### src/rtl/muldiv_hilo_unit.sv
// muldiv_hilo_unit
//   EX-stage HI/LO write producer. Runs MULT/MULTU (MUL_CYCLES cycles) and
//   DIV/DIVU (radix-2 restoring, DW cycles) as multi-cycle operations. The
//   single-cycle MTHI/MTLO pass straight through. The pipeline is held with
//   stallreq_o while an operation is in flight. The finished result is shown
//   with both write enables until EX is released (hold_i low).
//
// Ports
//   clk, rst        clock, synchronous active-high reset
//   flush_i         abort any operation; suppress every write this cycle
//   hold_i          downstream stall; keeps the DONE result on the bus
//   valid_i, op_i   instruction in EX (0 NONE,1 MULT,2 MULTU,3 DIV,4 DIVU,
//                   5 MTHI,6 MTLO)
//   src_a_i/b_i     rs / rt operands
//   stallreq_o      hold EX while busy
//   hi_we_o/lo_we_o HI/LO write enables
//   hi_o/lo_o       HI/LO write data
//
// state  | meaning
// -------+-------------------------------------------------------------
// S_IDLE | accept a new op; MTHI/MTLO are written from here combinationally
// S_MUL  | product of the latched operands registered each cycle
// S_DIV  | one quotient bit per cycle over the magnitudes
// S_DONE | result on hi_o/lo_o with both write enables; waits out hold_i
module muldiv_hilo_unit #(
  parameter int DW         = 32,
  parameter int MUL_CYCLES = 2
) (
  input  logic          clk,
  input  logic          rst,
  input  logic          flush_i,
  input  logic          hold_i,
  input  logic          valid_i,
  input  logic [2:0]    op_i,
  input  logic [DW-1:0] src_a_i,
  input  logic [DW-1:0] src_b_i,
  output logic          stallreq_o,
  output logic          hi_we_o,
  output logic          lo_we_o,
  output logic [DW-1:0] hi_o,
  output logic [DW-1:0] lo_o
);

  localparam logic [2:0] OP_MULT  = 3'd1;
  localparam logic [2:0] OP_MULTU = 3'd2;
  localparam logic [2:0] OP_DIV   = 3'd3;
  localparam logic [2:0] OP_DIVU  = 3'd4;
  localparam logic [2:0] OP_MTHI  = 3'd5;
  localparam logic [2:0] OP_MTLO  = 3'd6;

  localparam int CMAX = (DW > MUL_CYCLES) ? DW : MUL_CYCLES;
  localparam int CW   = $clog2(CMAX + 1);

  typedef enum logic [1:0] {S_IDLE, S_MUL, S_DIV, S_DONE} state_t;

  state_t        state_q, state_d;
  logic [CW-1:0] cnt_q, cnt_d;
  // a_q: multiplicand, or the dividend that is shifted out while quotient bits shift in
  logic [DW-1:0] a_q, a_d;
  logic [DW-1:0] b_q, b_d;
  logic [DW-1:0] rem_q, rem_d;
  logic          sgn_q, sgn_d;
  logic          negq_q, negq_d;
  logic          negr_q, negr_d;
  logic [DW-1:0] hi_q, hi_d;
  logic [DW-1:0] lo_q, lo_d;

  // Signed multiply via sign extension to 2*DW; the low 2*DW bits of the
  // unsigned product equal the two's-complement signed product.
  logic [2*DW-1:0] mul_ea, mul_eb, mul_p;
  assign mul_ea = {{DW{sgn_q & a_q[DW-1]}}, a_q};
  assign mul_eb = {{DW{sgn_q & b_q[DW-1]}}, b_q};
  assign mul_p  = mul_ea * mul_eb;

  // One restoring step. Partial remainder stays below the divisor, so the
  // DW+1 bit difference has its top bit set exactly when the trial goes negative.
  logic [DW:0]   rem_sh, rem_diff;
  logic          q_bit;
  logic [DW-1:0] rem_nx, quo_nx;
  assign rem_sh   = {rem_q, a_q[DW-1]};
  assign rem_diff = rem_sh - {1'b0, b_q};
  assign q_bit    = ~rem_diff[DW];
  assign rem_nx   = q_bit ? rem_diff[DW-1:0] : rem_sh[DW-1:0];
  assign quo_nx   = {a_q[DW-2:0], q_bit};

  logic          div_signed;
  logic [DW-1:0] abs_a, abs_b;
  assign div_signed = (op_i == OP_DIV);
  assign abs_a = (div_signed && src_a_i[DW-1]) ? -src_a_i : src_a_i;
  assign abs_b = (div_signed && src_b_i[DW-1]) ? -src_b_i : src_b_i;

  always_comb begin
    state_d    = state_q;
    cnt_d      = cnt_q;
    a_d        = a_q;
    b_d        = b_q;
    rem_d      = rem_q;
    sgn_d      = sgn_q;
    negq_d     = negq_q;
    negr_d     = negr_q;
    hi_d       = hi_q;
    lo_d       = lo_q;
    stallreq_o = 1'b0;
    hi_we_o    = 1'b0;
    lo_we_o    = 1'b0;
    hi_o       = '0;
    lo_o       = '0;

    if (rst || flush_i) begin
      state_d = S_IDLE;
    end else begin
      case (state_q)
        S_IDLE: begin
          if (valid_i) begin
            case (op_i)
              OP_MULT, OP_MULTU: begin
                stallreq_o = 1'b1;
                a_d        = src_a_i;
                b_d        = src_b_i;
                sgn_d      = (op_i == OP_MULT);
                cnt_d      = '0;
                state_d    = S_MUL;
              end
              OP_DIV, OP_DIVU: begin
                stallreq_o = 1'b1;
                a_d        = abs_a;
                b_d        = abs_b;
                negq_d     = div_signed & (src_a_i[DW-1] ^ src_b_i[DW-1]);
                negr_d     = div_signed & src_a_i[DW-1];
                rem_d      = '0;
                cnt_d      = '0;
                state_d    = S_DIV;
              end
              OP_MTHI: begin
                hi_we_o = 1'b1;
                hi_o    = src_a_i;
              end
              OP_MTLO: begin
                lo_we_o = 1'b1;
                lo_o    = src_a_i;
              end
              default: ;
            endcase
          end
        end
        S_MUL: begin
          stallreq_o   = 1'b1;
          {hi_d, lo_d} = mul_p;
          cnt_d        = cnt_q + CW'(1);
          if (cnt_q == CW'(MUL_CYCLES - 1)) state_d = S_DONE;
        end
        S_DIV: begin
          stallreq_o = 1'b1;
          a_d        = quo_nx;
          rem_d      = rem_nx;
          cnt_d      = cnt_q + CW'(1);
          if (cnt_q == CW'(DW - 1)) begin
            lo_d    = negq_q ? -quo_nx : quo_nx;
            hi_d    = negr_q ? -rem_nx : rem_nx;
            state_d = S_DONE;
          end
        end
        S_DONE: begin
          hi_we_o = 1'b1;
          lo_we_o = 1'b1;
          hi_o    = hi_q;
          lo_o    = lo_q;
          if (!hold_i) state_d = S_IDLE;
        end
        default: state_d = S_IDLE;
      endcase
    end
  end

  always_ff @(posedge clk) begin
    if (rst) begin
      state_q <= S_IDLE;
      cnt_q   <= '0;
      a_q     <= '0;
      b_q     <= '0;
      rem_q   <= '0;
      sgn_q   <= 1'b0;
      negq_q  <= 1'b0;
      negr_q  <= 1'b0;
      hi_q    <= '0;
      lo_q    <= '0;
    end else begin
      state_q <= state_d;
      cnt_q   <= cnt_d;
      a_q     <= a_d;
      b_q     <= b_d;
      rem_q   <= rem_d;
      sgn_q   <= sgn_d;
      negq_q  <= negq_d;
      negr_q  <= negr_d;
      hi_q    <= hi_d;
      lo_q    <= lo_d;
    end
  end

endmodule

### config.mk
export PLATFORM = sky130hd
export DESIGN_NAME = muldiv_hilo_unit
export DESIGN_NICKNAME = d
export VERILOG_FILES = /design/src/rtl/muldiv_hilo_unit.sv
export SDC_FILE = /design/constraint.sdc
export NUM_CORES = 2
export LEC_CHECK = 0
export ABC_AREA = 1
export CORE_UTILIZATION = 64
export CTS_BUF_LIST = sky130_fd_sc_hd__clkbuf_4 sky130_fd_sc_hd__clkbuf_8 sky130_fd_sc_hd__clkbuf_16
export DETAILED_ROUTE_END_ITERATION = 8
export GPL_ROUTABILITY_DRIVEN = 0
export PLACE_DENSITY = 0.81
export SYNTH_ARGS = -nofsm -noshare
export SYNTH_HDL_FRONTEND = slang
export SYNTH_SLANG_ARGS = --single-unit
### constraint.sdc
create_clock -name clk -period 8.55 [get_ports clk]
set_input_delay 1.2825 -clock clk [delete_from_list [all_inputs] [get_ports clk]]
set_output_delay 1.2825 -clock clk [all_outputs]
set_load 0.02 [all_outputs]
==> results.ini <==
[status]
outcome = completed

[setup_path]
endpoint_kind = register
critical-path-top-delay-family = adder cells
reg2reg_slack_ns = 0.22
critPathLaunchType = register
critPathKind = register to register
critPathMaxStageDelay_ns = 0.60
arrival_ns = 8.71
cp_num_buf_inv = 7
crit-reg2reg-launch = a_q[14]$_SDFFE_PP0P_
crit_top_cell = fa_1
r2r_cells = 27
cp_slowest_cell = fa_1
r2r_end = hi_q[12]$_SDFFE_PP0P_
cp.required_ns = 8.93
cp_max_fo = 15

[clock_tree]
cts_max_level = 4
cts_buffers = 17
cts_tree = done
clock-sinks = 171
cts.clk_slew.worst_paths_ns = 0.08
cts_root_buffer = clkbuf_16
clock_latency_ns = 0.47
holdBufCountCts = 0
clk_path_buf_depth = 2

[detailed_routing]
wire_per_inst_um = 20.1
ant_nets = 0
drt_iter0_markers = 5476
drcViolationCount = 0
vias = 48600
vias_per_cell = 5.82
dr.pass1.iters = 9
wl_um = 167000

[synthesis]
synthXorXnorAreaFrac_pct = 1.52
ys.flop_type = dfxtp_1
synth_top_family_by_area = adder cells
post-synth-top-area-cell = fa_1
ys_warn_count = 0
async_flop_share_pct = 0
ys_seq_area_share_pct = 6.40
synth_top_cell_area_share_pct = 42.1
syn_avg_cell_area_um2 = 7.31
synth_fa_ha_area_share_pct = 48.1
synth_mux_area_share_pct = 0
syn-cell-area_um2 = 53500
synthTopCellsByArea = fa_1, nand2_1, inv_1
synthSimpleGateAreaFrac_pct = 20.2
synth_edf_count = 0
synth_cell_types = 59
synthCells = 7319
ys_seq_elements = 171
syn-num-nets = 8773
synth_compound_area_share_pct = 7.72

[cells_and_area]
drive_above_1_share_pct = 4.09
final_cell_area_um2 = 56900
synthToLayoutAreaGrowth_pct = 6.25
postLayoutCoreUtil_pct = 69.0
fin_cells = 8336
fin_nets = 8702

[global_routing]
gr-total-overflow = 0
first_global_vias = 49900
grt_max_degree = 97
grt_antenna_before_repair = 6
grt_pass1_wl_um = 268000
grt_usage_pct = 40.5

[timing]
setup_viol = 0
relSlewSlack_pct = 4.97
max_freq_ghz = 0.120
worst_clock_skew_ns = 0.0174
hold_viol_final = 0
tightest_slew_ns = 1.39
fin_ws_ns = 0.221
fin_crit_ns = 8.33
period_share_pct = 97.4
final_max_slew_viol_count = 0

[power_and_ir_drop]
ir_worst_vdd_mv = 0.175
p_leak_uw = 0.0304
p_per_area_nw_per_um2 = 57.6

[hold_path]
hold_depth = 2
hp-start = negr_q$_SDFFE_PP0P_
hp-class = register to register
worstHoldEndpoint = negr_q$_SDFFE_PP0P_

[floorplanning]
start_util_pct = 65.0
ioPinCount = 139
rows = 105
die_w_um = 291
design.die.area_um2 = 84800
die_y_um = 291
core_area_um2 = 82400

[placed_design]
place_area_um2 = 56200
pre_cts_ws_ns = 0.135
dp.cells = 8296
port_buffers = 138
dp_hpwl_um = 139000

[run]
max-cap-violations = 0

[worst register-to-register path: cells and delay by family, from the launching register on]
family / cells / cell delay (ns)
AOI/OAI and AO/OA: 6 / 1.24
xor gates and xnor gates: 1 / 0.47
adders and majority gates: 9 / 4.43
buffers and inverters: 7 / 0.87
DFF: 1 / 0.57
and+or+nand+nor: 4 / 0.66
[final cells by class]
type	instances	area, µm²
Clock buffer	19	453
Tap cell	1070	1340
Multi-Input combinational cell	4879	41600
Timing Repair Buffer	292	2790
Sequential cell	171	3440
Antenna cell	5	12.5
Fill cell	6678	25500
Inverter	1887	7090
Clock inverter	13	160
[worst max-delay path by stage]
stage / slack, ns / to / cells after the start / start
after floorplan: 0.78 / hi_q[30]$_SDFFE_PP0P_ / 31 / a_q[31]$_SDFFE_PP0P_
after global placement: 0.14 / lo_q[31]$_SDFFE_PP0P_ / 30 / a_q[17]$_SDFFE_PP0P_
after detailed placement: 0.13 / hi_q[18]$_SDFFE_PP0P_ / 30 / a_q[21]$_SDFFE_PP0P_
after CTS: 0.09 / hi_q[18]$_SDFFE_PP0P_ / 29 / a_q[17]$_SDFFE_PP0P_
after global routing: -0.04 / hi_q[21]$_SDFFE_PP0P_ / 29 / sgn_q$_SDFFE_PP0P_
final: 0.22 / hi_q[12]$_SDFFE_PP0P_ / 27 / a_q[14]$_SDFFE_PP0P_
[cell families after synthesis]
group	Yosys count
compound gates	742
xor+xnor	93
fa+ha+maj	1382
buf+inv	2269
flops	171
simple gates	2662
[cell usage after synthesis, types with 4 or more instances]
| cell type | instances |
|---|---|
| a221oi_1 | 8 |
| nand4_1 | 34 |
| o31ai_1 | 6 |
| nand3b_1 | 16 |
| ha_1 | 256 |
| nand2_2 | 24 |
| a21oi_2 | 5 |
| clkbuf_1 | 286 |
| a31oi_1 | 42 |
| nand2_1 | 1915 |
| nor3_1 | 44 |
| nor4_1 | 10 |
| o21ai_0 | 187 |
| xor2_1 | 46 |
| o21bai_1 | 16 |
| o21ai_2 | 4 |
| buf_6 | 4 |
| nand2_4 | 7 |
| a21oi_1 | 401 |
| a21boi_0 | 4 |
| or2_2 | 9 |
| xnor2_1 | 47 |
| nand3_1 | 243 |
| inv_1 | 1880 |
| nand3_2 | 4 |
| buf_1 | 83 |
| o211ai_1 | 15 |
| a21o_1 | 12 |
| fa_1 | 1126 |
| nor2_2 | 11 |
| dfxtp_1 | 171 |
| a41oi_1 | 4 |
| inv_2 | 4 |
| buf_2 | 4 |
| nor2_1 | 330 |
| o221ai_1 | 20 |
[power by group]
part	leakage, µW	switching [µW]	internal [µW]	total [µW]
Sequential	0.00139	61.9	832	894
Clock	0.000306	400	456	856
Combinational	0.0287	1080	442	1530
Total	0.0304	1540	1730	3270
[sequential cells by signal (all words and copies together), names as in the netlist]
signal	flops
negr_q	1
state_q	2
cnt_q	6
rem_q	32
b_q	32
a_q	32
lo_q	32
hi_q	32
negq_q	1
sgn_q	1
[per-stage QoR]
| stage | power, µW | hold slack [ns] | setup TNS [ns] |
|---|---|---|---|
| 2_1_floorplan | 1900 | 0.446 | 0 |
| 3_3_place_gp | 2340 | 0.452 | 0 |
| 3_5_place_dp | 2360 | 0.456 | 0 |
| 4_1_cts | 3200 | 0.466 | 0 |
| 5_1_grt | 3410 | 0.500 | -0.0645 |
| 6_report | 3270 | 0.468 | 0 |
[routing by layer]
layer	vias to the layer above	wire length (µm)	track usage [%]	part of all wire, %
met5	-	31	0	0.019
met4	6	11300	23.3	6.8
met3	720	20800	10.6	12
met2	3155	76100	63.9	45
met1	23500	59000	50.7	35
li1	21200	-	-	-
[layout by cell type, fill, tap and decap left out, drive strengths merged, types with 2 or more instances in the layout]
| cell type | n |
|---|---|
| nand2 | 1946 |
| inv | 1890 |
| fa | 1126 |
| a21oi | 407 |
| nor2 | 344 |
| ha | 256 |
| nand3 | 248 |
| o21ai | 195 |
| dfxtp | 171 |
| buf | 155 |
| clkdlybuf4s50 | 137 |
| xnor2 | 47 |
| xor2 | 46 |
| nor3 | 45 |
| a31oi | 42 |
| nand4 | 35 |
| o221ai | 20 |
| clkbuf | 19 |
| o21bai | 16 |
| nand3b | 16 |
| o211ai | 15 |
| a21o | 12 |
| nor4 | 11 |
| or2 | 9 |
| a221oi | 8 |
| clkinv | 7 |
| o31ai | 6 |
| diode | 5 |
| a21boi | 4 |
| a41oi | 4 |
| o21a | 3 |
| and2 | 3 |
| and3 | 3 |
| nor3b | 2 |
| a211oi | 2 |
| o311ai | 2 |
| bufinv | 2 |
[timing repair]
action | CTS | global route
endpoints found under the setup margin | 0 | 15
resized for setup | 0 | 27
buffers inserted | 0 | 3
Power figures use the tool's default switching activity.
